==> config.mk <==
export PLATFORM = sky130hd
export DESIGN_NAME = latch_writer
export DESIGN_NICKNAME = d
export VERILOG_FILES = /design/src/rtl/latch_writer_pkg.sv /design/src/rtl/latch_phase_timer.sv /design/src/rtl/latch_writer.sv
export SDC_FILE = /design/constraint.sdc
export NUM_CORES = 1
export LEC_CHECK = 0
export BUFFER_PORTS_ARGS = -buffer_cell sky130_fd_sc_hd__clkbuf_2
export CORE_MARGIN = 3
export CORE_UTILIZATION = 40
export DETAILED_ROUTE_END_ITERATION = 8
export PLACE_DENSITY_LB_ADDON = 0.12
export SKIP_CTS_REPAIR_TIMING = 1
export SYNTH_ARGS = -nofsm -noshare
export SYNTH_HDL_FRONTEND = slang
export SYNTH_HIERARCHICAL = 1
export SYNTH_SLANG_ARGS = --single-unit
==> constraint.sdc <==
create_clock -name CLK -period 5.18 [get_ports CLK]
set_input_delay 1.036 -clock CLK [delete_from_list [all_inputs] [get_ports CLK]]
set_output_delay 1.036 -clock CLK [all_outputs]
set_load 0.01 [all_outputs]
==> src/rtl/latch_writer_pkg.sv <==
// latch_writer_pkg: shared state encoding, counter width and default timing for latch_writer
package latch_writer_pkg;
   typedef enum logic [2:0] {IDLE, SETUP, PULSE, HOLD, CHECK} state_t;
   localparam int CNT_W = 4;
   localparam int DEF_WIDTH = 8;
   localparam int DEF_SETUP_CYC = 2;
   localparam int DEF_PULSE_CYC = 3;
   localparam int DEF_HOLD_CYC = 2;
endpackage

==> src/rtl/latch_phase_timer.sv <==
// latch_phase_timer: loadable down-counter timing each write phase
// ports: clk/rst (async active-high), load+load_val reload, dec steps down, zero flags count==0
module latch_phase_timer
   import latch_writer_pkg::*;
(
   input  logic             clk,
   input  logic             rst,
   input  logic             load,
   input  logic [CNT_W-1:0] load_val,
   input  logic             dec,
   output logic             zero
);
   logic [CNT_W-1:0] cnt;
   always_ff @(posedge clk or posedge rst)
      if (rst) cnt <= '0;
      else if (load) cnt <= load_val;
      else if (dec && !zero) cnt <= cnt - 1'b1;
   assign zero = (cnt == '0);
endmodule

==> src/rtl/latch_writer.sv <==
// latch_writer: drives a latch bank through setup/enable-pulse/hold, then reads Q back and flags mismatches
// ports: CLK, R (async active-high); REQ+WDATA start a write; D/EN drive the latches;
//        Q is the latch read-back; BUSY, DONE (1-cycle), RDATA and ERR report the result
module latch_writer
   import latch_writer_pkg::*;
#(
   parameter int WIDTH     = DEF_WIDTH,
   parameter int SETUP_CYC = DEF_SETUP_CYC,
   parameter int PULSE_CYC = DEF_PULSE_CYC,
   parameter int HOLD_CYC  = DEF_HOLD_CYC
) (
   input  logic             CLK,
   input  logic             R,
   input  logic             REQ,
   input  logic [WIDTH-1:0] WDATA,
   output logic [WIDTH-1:0] D,
   output logic             EN,
   input  logic [WIDTH-1:0] Q,
   output logic             BUSY,
   output logic             DONE,
   output logic [WIDTH-1:0] RDATA,
   output logic             ERR
);
   localparam logic [CNT_W-1:0] SETUP_LD = CNT_W'(SETUP_CYC - 1);
   localparam logic [CNT_W-1:0] PULSE_LD = CNT_W'(PULSE_CYC - 1);
   localparam logic [CNT_W-1:0] HOLD_LD  = CNT_W'(HOLD_CYC - 1);
   if (SETUP_CYC < 1 || SETUP_CYC > 15 || PULSE_CYC < 1 || PULSE_CYC > 15 ||
       HOLD_CYC < 1 || HOLD_CYC > 15) begin : g_bad_timing
      $error("latch_writer: SETUP_CYC/PULSE_CYC/HOLD_CYC must lie in 1..15");
   end
   state_t state, state_n;
   logic ld, dc, zero;
   logic [CNT_W-1:0] ld_val;
   always_ff @(posedge CLK or posedge R)
      if (R) state <= IDLE;
      else state <= state_n;
   always_comb begin
      state_n = state;
      case (state)
         IDLE:    state_n = REQ  ? SETUP : IDLE;
         SETUP:   state_n = zero ? PULSE : SETUP;
         PULSE:   state_n = zero ? HOLD  : PULSE;
         HOLD:    state_n = zero ? CHECK : HOLD;
         default: state_n = IDLE;
      endcase
   end
   // the timer reloads on each phase entry and counts down within a phase
   always_comb begin
      ld     = (state == IDLE && REQ) || ((state == SETUP || state == PULSE) && zero);
      ld_val = state == IDLE ? SETUP_LD : state == SETUP ? PULSE_LD : HOLD_LD;
      dc     = !zero && (state == SETUP || state == PULSE || state == HOLD);
      BUSY   = (state != IDLE);
   end
   latch_phase_timer u_timer (
      .clk      (CLK),
      .rst      (R),
      .load     (ld),
      .load_val (ld_val),
      .dec      (dc),
      .zero     (zero)
   );
   // D is only loaded in IDLE, so it stays put through PULSE and HOLD
   always_ff @(posedge CLK or posedge R)
      if (R) begin
         D     <= '0;
         EN    <= 1'b0;
         DONE  <= 1'b0;
         RDATA <= '0;
         ERR   <= 1'b0;
      end else begin
         DONE <= (state == CHECK);
         if (state == IDLE && REQ) D <= WDATA;
         if (state == SETUP && zero) EN <= 1'b1;
         else if (state == PULSE && zero) EN <= 1'b0;
         if (state == CHECK) begin
            RDATA <= Q;
            ERR   <= (Q != D);
         end
      end
endmodule

==> results.ini, run 1 <==
[run_status]
run_status=completed

[drt]
drt-wirelength-per-cell_um=12.7
route.antenna.remaining_nets=0
detail_route.first_pass.iterations=4
routed_via_density=4.81
vias=910
drt_iter0_markers=26
drc=0
postRouteWirelength_um=2390

[sta]
finalHoldViolCount=0
totalNegativeSetupSlack_ps=0
slew_headroom=0.446
max_slew.worst_pin.slew_ps=830
rsz_0062_raised_after_global_routing=no
setup_viol=0
clock.fmax_mhz=384
whs_ps=522
fin_clk_skew_ps=5.95
timing.final.ws_setup_ps=2580
finalCritPeriodShare=0.502
final-max-slew-violation-count=0
post-route-min-period_ps=2600

[cells_and_area]
area_delta_synth_final_pct=19.5
fillerInstances=311
multiInputGateArea_um2=594
seqCellArea_um2=651
antennaDiodeCount=0
final_layout_size_suffix_gt1_frac=0.448
final_core_utilization=0.506
fin_nets=166

[placed_design]
pre_cts_ws_ps=2560
hpwl_um=1810
port_buffers=38
place_congestion=0.854

[power_and_ir_drop]
internal-power_w=0.000576
power.sequential.fraction=0.411
power.clock.fraction=0.155
power_w=0.000890
p_leak_nw=0.787
netSwitchingFraction=0.352
pwr_density_cell_nw_per_um2=567
worst_ir_drop_vdd_uv=184
power.share.combinational=0.434
switchingPower_w=0.000313

[job]
max_cap_viol_count=0

[logic_synthesis]
register_area_share_after_synthesis=0.496
synthesis.yosys.warnings=6
synth_top_cell_area_share=0.496
ys_flop_type=dfrtp_1
dominant_cell_type_by_area_after_synthesis=dfrtp_1
synth_seq_cells=26
area_contributors_post_synth=dfrtp_1, mux2_4, mux2_2
yosys.cell_types.count=34
synth_async_sr_flop_share=1.00
synth_edf_count=0
synthMostInstantiatedCell=dfrtp_1
syn_avg_cell_area_um2=12.3
syn_area_um2=1310
postSynthCellCount=107
synth_top_cells_by_count=dfrtp_1, mux2_2, xor2_1

[critical_path]
rrSetupSlack_ps=2580
start_kind=flop
crit-reg2reg-capture=u_timer/cnt[3]
worst_r2r_startpoint=u_timer/cnt[0]
timing.critical_path.required_ps=5400
crit_path_max_fanout=9
ff2ff_path_depth=9
arrival_ps=2820
cp-end-kind=flop
path_class=reg -> reg

[floorplan]
initial_core_util=0.423
die_x_um=63.3
placeableCoreArea_um2=3100
die_area_um2=4000
placementRows=20
die_height_um=63.3
design.portCount=39

[global_route]
antenna_found_initial=0
grt_use_total=0.131
grt_max_degree=23
grt_pass1_wl_um=4150
grt_overflow=0
number_of_global_route_vias_before_repair=916

[clock_tree]
cts_inserted_buffers=3
clk_slew_on_worst_s_h_paths_ps=130
cts_buffer_depth=2
htree_levels=1
cts_tree=done
clk_root_buffer_cell=clkbuf_4
tritoncts_num_sinks=26
insertion_delay_ps=320

[hold_path]
worst_hold_path.num_cells=1
worst_hold_path.endpoint=RDATA[2]
hold_path_startpoint=RDATA[2]
worstHoldPathType=reg -> reg

==> state kept, by name, summed over array words and instances (netlist names) <==
name and count:
u_timer/cnt 4, EN 1, RDATA 8, ERR 1, state 3, D 8, DONE 1
==> metrics by stage <==
step           cells  cell area (um2)
2_1_floorplan    108             1320
3_3_place_gp     185             1520
3_5_place_dp     185             1520
4_1_cts          189             1570
5_1_grt          189             1570
6_report         189             1570
==> power by group through the flow <==
stage | Sequential [W] | Combinational, W | Clock [W]
2_1_floorplan | 0.000371 | 0.000288 | 0
3_3_place_gp | 0.000367 | 0.000384 | 0
3_5_place_dp | 0.000371 | 0.000391 | 0
4_1_cts | 0.000367 | 0.000392 | 0.000144
5_1_grt | 0.000382 | 0.000425 | 0.000151
6_report | 0.000366 | 0.000386 | 0.000138
==> cell usage in the layout, fill, tap and decap left out, types with 2 or more instances in the layout <==
cell type,instances
nor4_1,2
clkbuf_2,38
a31oi_1,2
nand2_1,5
o21ai_1,2
clkbuf_4,3
conb_1,2
mux2_4,8
xor2_1,9
dfrtp_1,26
a21oi_1,4
nor3_1,2
nand2b_1,3
mux2_2,9
nor2_1,3
o21ai_0,3
nor3b_1,2
inv_1,6
==> logic make-up after synthesis <==
| family | Yosys count | synth area share |
|---|---|---|
| buffers and inverters | 12 | 0.0543 |
| AND/OR/NAND/NOR | 26 | 0.138 |
| other | 1 | 0.00286 |
| AO/OA/AOI/OAI | 15 | 0.0705 |
| multiplexers | 17 | 0.169 |
| flip-flops | 26 | 0.496 |
| XOR/XNOR | 9 | 0.0601 |
| adder cells (fa/ha/maj) | 1 | 0.00953 |
==> worst max-delay path, stage by stage, from the launching register on <==
cell and delay, ps:
dfrtp_1 410, inv_1 110, ha_1 220, or3b_4 420, inv_1 170, nand2_1 120, a21o_1 180, a21oi_1 450
nor3_1 90, a221o_1 330
==> worst max-delay path by stage <==
stage	startpoint	to	cells after the start
after global routing	u_timer/cnt[0]	u_timer/cnt[3]	9
after CTS	u_timer/cnt[0]	u_timer/cnt[3]	9
after floorplan	u_timer/cnt[0]	u_timer/cnt[3]	10
after detailed placement	u_timer/cnt[0]	u_timer/cnt[3]	9
final	u_timer/cnt[0]	u_timer/cnt[3]	9
after global placement	u_timer/cnt[0]	u_timer/cnt[3]	9
==> per-layer routing <==
layer | vias up | GRT usage | share of wire
met5 | - | 0 | 0
met4 | 0 | 0.0566 | 0.013
met3 | 4 | 0.0250 | 0.040
met2 | 20 | 0.212 | 0.46
met1 | 438 | 0.171 | 0.48
li1 | 448 | - | -
==> cell type report <==
cell class | count | area share
Clock buffer | 3 | 0.0144
Clock inverter | 1 | 0.0191
Timing Repair Buffer | 38 | 0.121
Multi-Input combinational cell | 70 | 0.379
Sequential cell | 26 | 0.415
Inverter | 7 | 0.0167
Tap cell | 44 | 0.0351
Note: power is estimated with default switching activity, not from simulation.
==> run 2, diff against run 1 <==
==> constraint.sdc (replaced) <==
create_clock -name CLK -period 2.2 [get_ports CLK]
set_input_delay 0.44 -clock CLK [delete_from_list [all_inputs] [get_ports CLK]]
set_output_delay 0.44 -clock CLK [all_outputs]
set_load 0.01 [all_outputs]
==> run 2 against run 1 <==
Compared with the run above:
- worst hold slack got worse by 180 ps
- setup slack worse by 2500 ps
- final cell count is 4.2% higher
- clock skew is 11 ps higher
- register-to-register slack lost 2500 ps
- largest cell class unchanged
- combinational power rose to 2.7 times the previous value
- power up 150%
- sequential cell count unchanged
- cell area up 5.0%
==> results.ini, run 2 (synthesized netlist as in run 1, its figures left out) <==
[power_and_ir_drop]
pwr_density_cell_nw_per_um2=1340
power.clock.fraction=0.145
netSwitchingFraction=0.350
power_w=0.00221
switchingPower_w=0.000772
power.share.combinational=0.465
power.sequential.fraction=0.390
internal-power_w=0.00144
p_leak_nw=0.823
worst_ir_drop_vdd_uv=565

[critical_path]
crit_path_max_fanout=4
path_class=reg -> reg
arrival_ps=2320
path_cells=inv_2, ha_4, or3b_4, inv_1, nand2_1, a21o_1, a21oi_2, nor3_1, a221o_1
critPathSlowestCell=dfrtp_1
start_kind=flop
slowest_delay_ps=430
cp-end-kind=flop
timing.critical_path.required_ps=2420

[clock_tree]
cts_buffer_depth=2
cts_tree=done
tritoncts_num_sinks=26
clk_root_buffer_cell=clkbuf_4
cts_inserted_buffers=3
htree_levels=1
insertion_delay_ps=320
clk_slew_on_worst_s_h_paths_ps=150

[sta]
finalCritPeriodShare=0.954
post-route-min-period_ps=2100
finalHoldViolCount=0
clock.fmax_mhz=477
totalNegativeSetupSlack_ps=0
fin_clk_skew_ps=17.3
setup_viol=0
max_slew.worst_pin.slew_ps=541
slew_headroom=0.639
whs_ps=337
final-max-slew-violation-count=0

[cells_and_area]
seqCellArea_um2=651
finish.instance_area_um2=1650
area_delta_synth_final_pct=25.5
fillerInstances=296
final_layout_size_suffix_gt1_frac=0.497
antennaDiodeCount=0
fin_nets=174
final_core_utilization=0.531
multiInputGateArea_um2=611
largestRegisters=D (8), RDATA (8), u_timer/cnt (4)
layout_common_cells=clkbuf_2, dfrtp_1, mux2_2, xor2_1, mux2_4
layout.cells.most_common=clkbuf_2

[global_route]
antenna_found_initial=0
grt_use_total=0.126
grt_overflow=0
grt_max_degree=23
number_of_global_route_vias_before_repair=898
grt_pass1_wl_um=4040

[drt]
detail_route.first_pass.iterations=4
postRouteWirelength_um=2520
drt_iter0_markers=15
routed_via_density=4.82
route.antenna.remaining_nets=0
drt-wirelength-per-cell_um=12.8
vias=950
drc=0

[placed_design]
port_buffers=38
place_congestion=0.730
placement_stage_cell_area_um2=1560
hpwl_um=1850

[floorplan]
die_x_um=63.3
initial_core_util=0.423
placementRows=20
die_area_um2=4000
die_height_um=63.3
placeableCoreArea_um2=3100
design.portCount=39

[run_status]
run_status=completed

[hold_path]
worstHoldPathType=in -> reg

[job]
max_cap_viol_count=0

-- run 2: worst paths after layout --
path / from / to / slack, ps / cells past startpoint
hold / removal: WDATA[6] / D[6] / 340 / 2
max in group asynchronous: R / state[1] / 1290 / 4
hold reg to reg: RDATA[3] / RDATA[3] / 520 / 1
min in group asynchronous: R / u_timer/cnt[1] / 520 / 3
setup / recovery: u_timer/cnt[1] / u_timer/cnt[3] / 100 / 9
setup reg to reg: u_timer/cnt[1] / u_timer/cnt[3] / 100 / 9
-- run 2: power by group through the flow --
stage	sequential [W]	combinational (W)	clock, W
after detailed placement	0.000871	0.000975	0
after global routing	0.000893	0.00112	0.000352
after floorplan	0.000873	0.000679	0
after global placement	0.000865	0.000962	0
final	0.000861	0.00103	0.000320
after CTS	0.000861	0.000982	0.000338
-- run 2: metrics by stage --
| step | instances | worst slack [ps] |
|---|---|---|
| finish | 197 | 102 |
| global route | 197 | -9.94 |
| CTS | 195 | -24.5 |
| detailed placement | 191 | -24.0 |
| global placement | 191 | 68.7 |
| floorplan | 108 | 7.33 |
-- run 2: critical path: cells and delay by family (launching register included) --
family	cells	cell delay, ps
fa+ha+maj	1	140
simple gates	3	550
flops	1	430
compound gates	3	710
buf+inv	2	180
-- run 2: layer usage --
layer	part of all wire	global-route usage	routed length, um
met5	0	0	0
met1	0.47	0.163	1180
met3	0.051	0.0232	128
met2	0.47	0.213	1190
met4	0.0083	0.0404	21
-- run 2: layout make-up --
type / count / area share
sequential: 26 / 0.395
multi-input combinational: 70 / 0.371
timing repair buffer: 46 / 0.153
tap: 44 / 0.0334
clock inverter: 1 / 0.0182
inverter: 7 / 0.0159
clock buffer: 3 / 0.0137
==> run 3, diff against run 2 <==
--- a/config.mk
+++ b/config.mk
@@ -6,8 +6,8 @@
 export NUM_CORES = 1
 export LEC_CHECK = 0
 export BUFFER_PORTS_ARGS = -buffer_cell sky130_fd_sc_hd__clkbuf_2
-export CORE_MARGIN = 3
-export CORE_UTILIZATION = 40
+export CORE_MARGIN = 4
+export CORE_UTILIZATION = 45
 export DETAILED_ROUTE_END_ITERATION = 8
 export PLACE_DENSITY_LB_ADDON = 0.12
 export SKIP_CTS_REPAIR_TIMING = 1
==> run 3 against run 2 <==
Compared with the run above:
- wire length rose by 1.7%
- sequential share of layout area rose by 0.21 points
- combinational power barely moved
- non-clock buffer count rose by 1
- largest power group unchanged
- sequential power rose by 0.6%
==> results.ini, run 3 (synthesized netlist as in run 1, its figures left out) <==
[clock_tree]
cts_inserted_buffers=3
htree_levels=1
insertion_delay_ps=330
cts_buffer_depth=2
clk_slew_on_worst_s_h_paths_ps=150
clk_root_buffer_cell=clkbuf_4
tritoncts_num_sinks=26
cts_tree=done

[critical_path]
start_kind=flop
timing.critical_path.required_ps=2440
cp-end-kind=flop
crit_path_max_fanout=5
arrival_ps=2360
path_class=reg -> reg

[cells_and_area]
fin_nets=175
layout_common_cells=clkbuf_2, dfrtp_1, mux2_2, xor2_1
stdcell_count=185
area_delta_synth_final_pct=24.9
fillerInstances=231
layout.cells.most_common=clkbuf_2
final_layout_size_suffix_gt1_frac=0.500
antennaDiodeCount=0
largestRegisters=D (8), RDATA (8), u_timer/cnt (4)

[sta]
fin_clk_skew_ps=5.78
whs_ps=323
slew_headroom=0.627
finalCritPeriodShare=0.962
max_slew.worst_pin.slew_ps=558
rsz_0062_raised_after_global_routing=no
finalHoldViolCount=0
totalNegativeSetupSlack_ps=0
setup_viol=0
final-max-slew-violation-count=0
post-route-min-period_ps=2120
clock.fmax_mhz=473

[power_and_ir_drop]
power.sequential.fraction=0.388
netSwitchingFraction=0.355
pwr_density_cell_nw_per_um2=1360
worst_ir_drop_vdd_uv=934
switchingPower_w=0.000792
p_leak_nw=0.828
power.share.combinational=0.462
power_w=0.00223
power.clock.fraction=0.150
internal-power_w=0.00144

[drt]
detail_route.first_pass.iterations=4
drt-wirelength-per-cell_um=13.8
postRouteWirelength_um=2560
drt_iter0_markers=37
routed_via_density=5.05
vias=935
route.antenna.remaining_nets=0
drc=0

[floorplan]
placementRows=19
initial_core_util=0.472
die_area_um2=3840
die_height_um=62.0
die_x_um=62.0
design.portCount=39
placeableCoreArea_um2=2780

[placed_design]
place_congestion=0.770
hpwl_um=1860
dp_cells=179
port_buffers=38

[global_route]
grt_use_total=0.143
m2_gr_usage=0.251
number_of_global_route_vias_before_repair=922
grt_overflow=0
grt_max_degree=23
antenna_found_initial=0
grt.met1_usage=0.163
grt_use_met3=0.0579
top_usage_layer=met2
grt_pass1_wl_um=4000

[job]
max_cap_viol_count=0

[hold_path]
worstHoldPathType=in -> reg

[run_status]
run_status=completed

-- run 3: cell count changes in the layout (fill, tap and decap cells not counted), sizes merged --
cell  change
buf       +1
-- run 3: power by group through the flow --
stage	clock network [W]	registers (W)	logic, W
2_1_floorplan	0	0.000873	0.000679
3_3_place_gp	0	0.000866	0.000970
3_5_place_dp	0	0.000868	0.000985
4_1_cts	0.000345	0.000860	0.000992
5_1_grt	0.000362	0.000896	0.00115
6_report	0.000335	0.000866	0.00103
-- run 3: layout make-up --
cell class	instances	area (um2)	area share
tap	31	38.8	0.0237
sequential	26	651	0.397
multi-input combinational	70	611	0.373
inverter	7	26.3	0.0160
clock inverter	1	30.0	0.0183
timing repair buffer	47	260	0.159
clock buffer	3	22.5	0.0137
-- run 3: worst max-delay path: stages, from the launching register on --
cell	delay (ps)
dfrtp_1	430
inv_2	60
ha_4	160
or3b_4	230
inv_1	60
buf_4	150
nor3_1	250
nor4b_2	340
nor3b_1	90
a221o_1	260
-- run 3: stage by stage --
stage,setup slack (ps),area [um2],util
after CTS,-14.6,1610,0.577
after global placement,110,1550,0.558
after detailed placement,-11.2,1550,0.558
final,84.0,1640,0.589
after global routing,6.90,1640,0.589
after floorplan,7.33,1320,-
-- run 3: final timing paths --
check	from	end	slack, ps	cells past startpoint
min in group asynchronous	R	u_timer/cnt[3]	520	3
setup / recovery	u_timer/cnt[1]	u_timer/cnt[3]	80	9
hold / removal	WDATA[2]	D[2]	320	2
setup reg to reg	u_timer/cnt[1]	u_timer/cnt[3]	80	9
max in group asynchronous	R	state[2]	1310	4
hold reg to reg	RDATA[4]	RDATA[4]	520	1
-- run 3: layer usage --
| metal | wire, um | vias to the layer above |
|---|---|---|
| li1 | - | 463 |
| met5 | 0 | - |
| met1 | 1130 | 440 |
| met4 | 11 | 0 |
| met3 | 195 | 2 |
| met2 | 1230 | 30 |
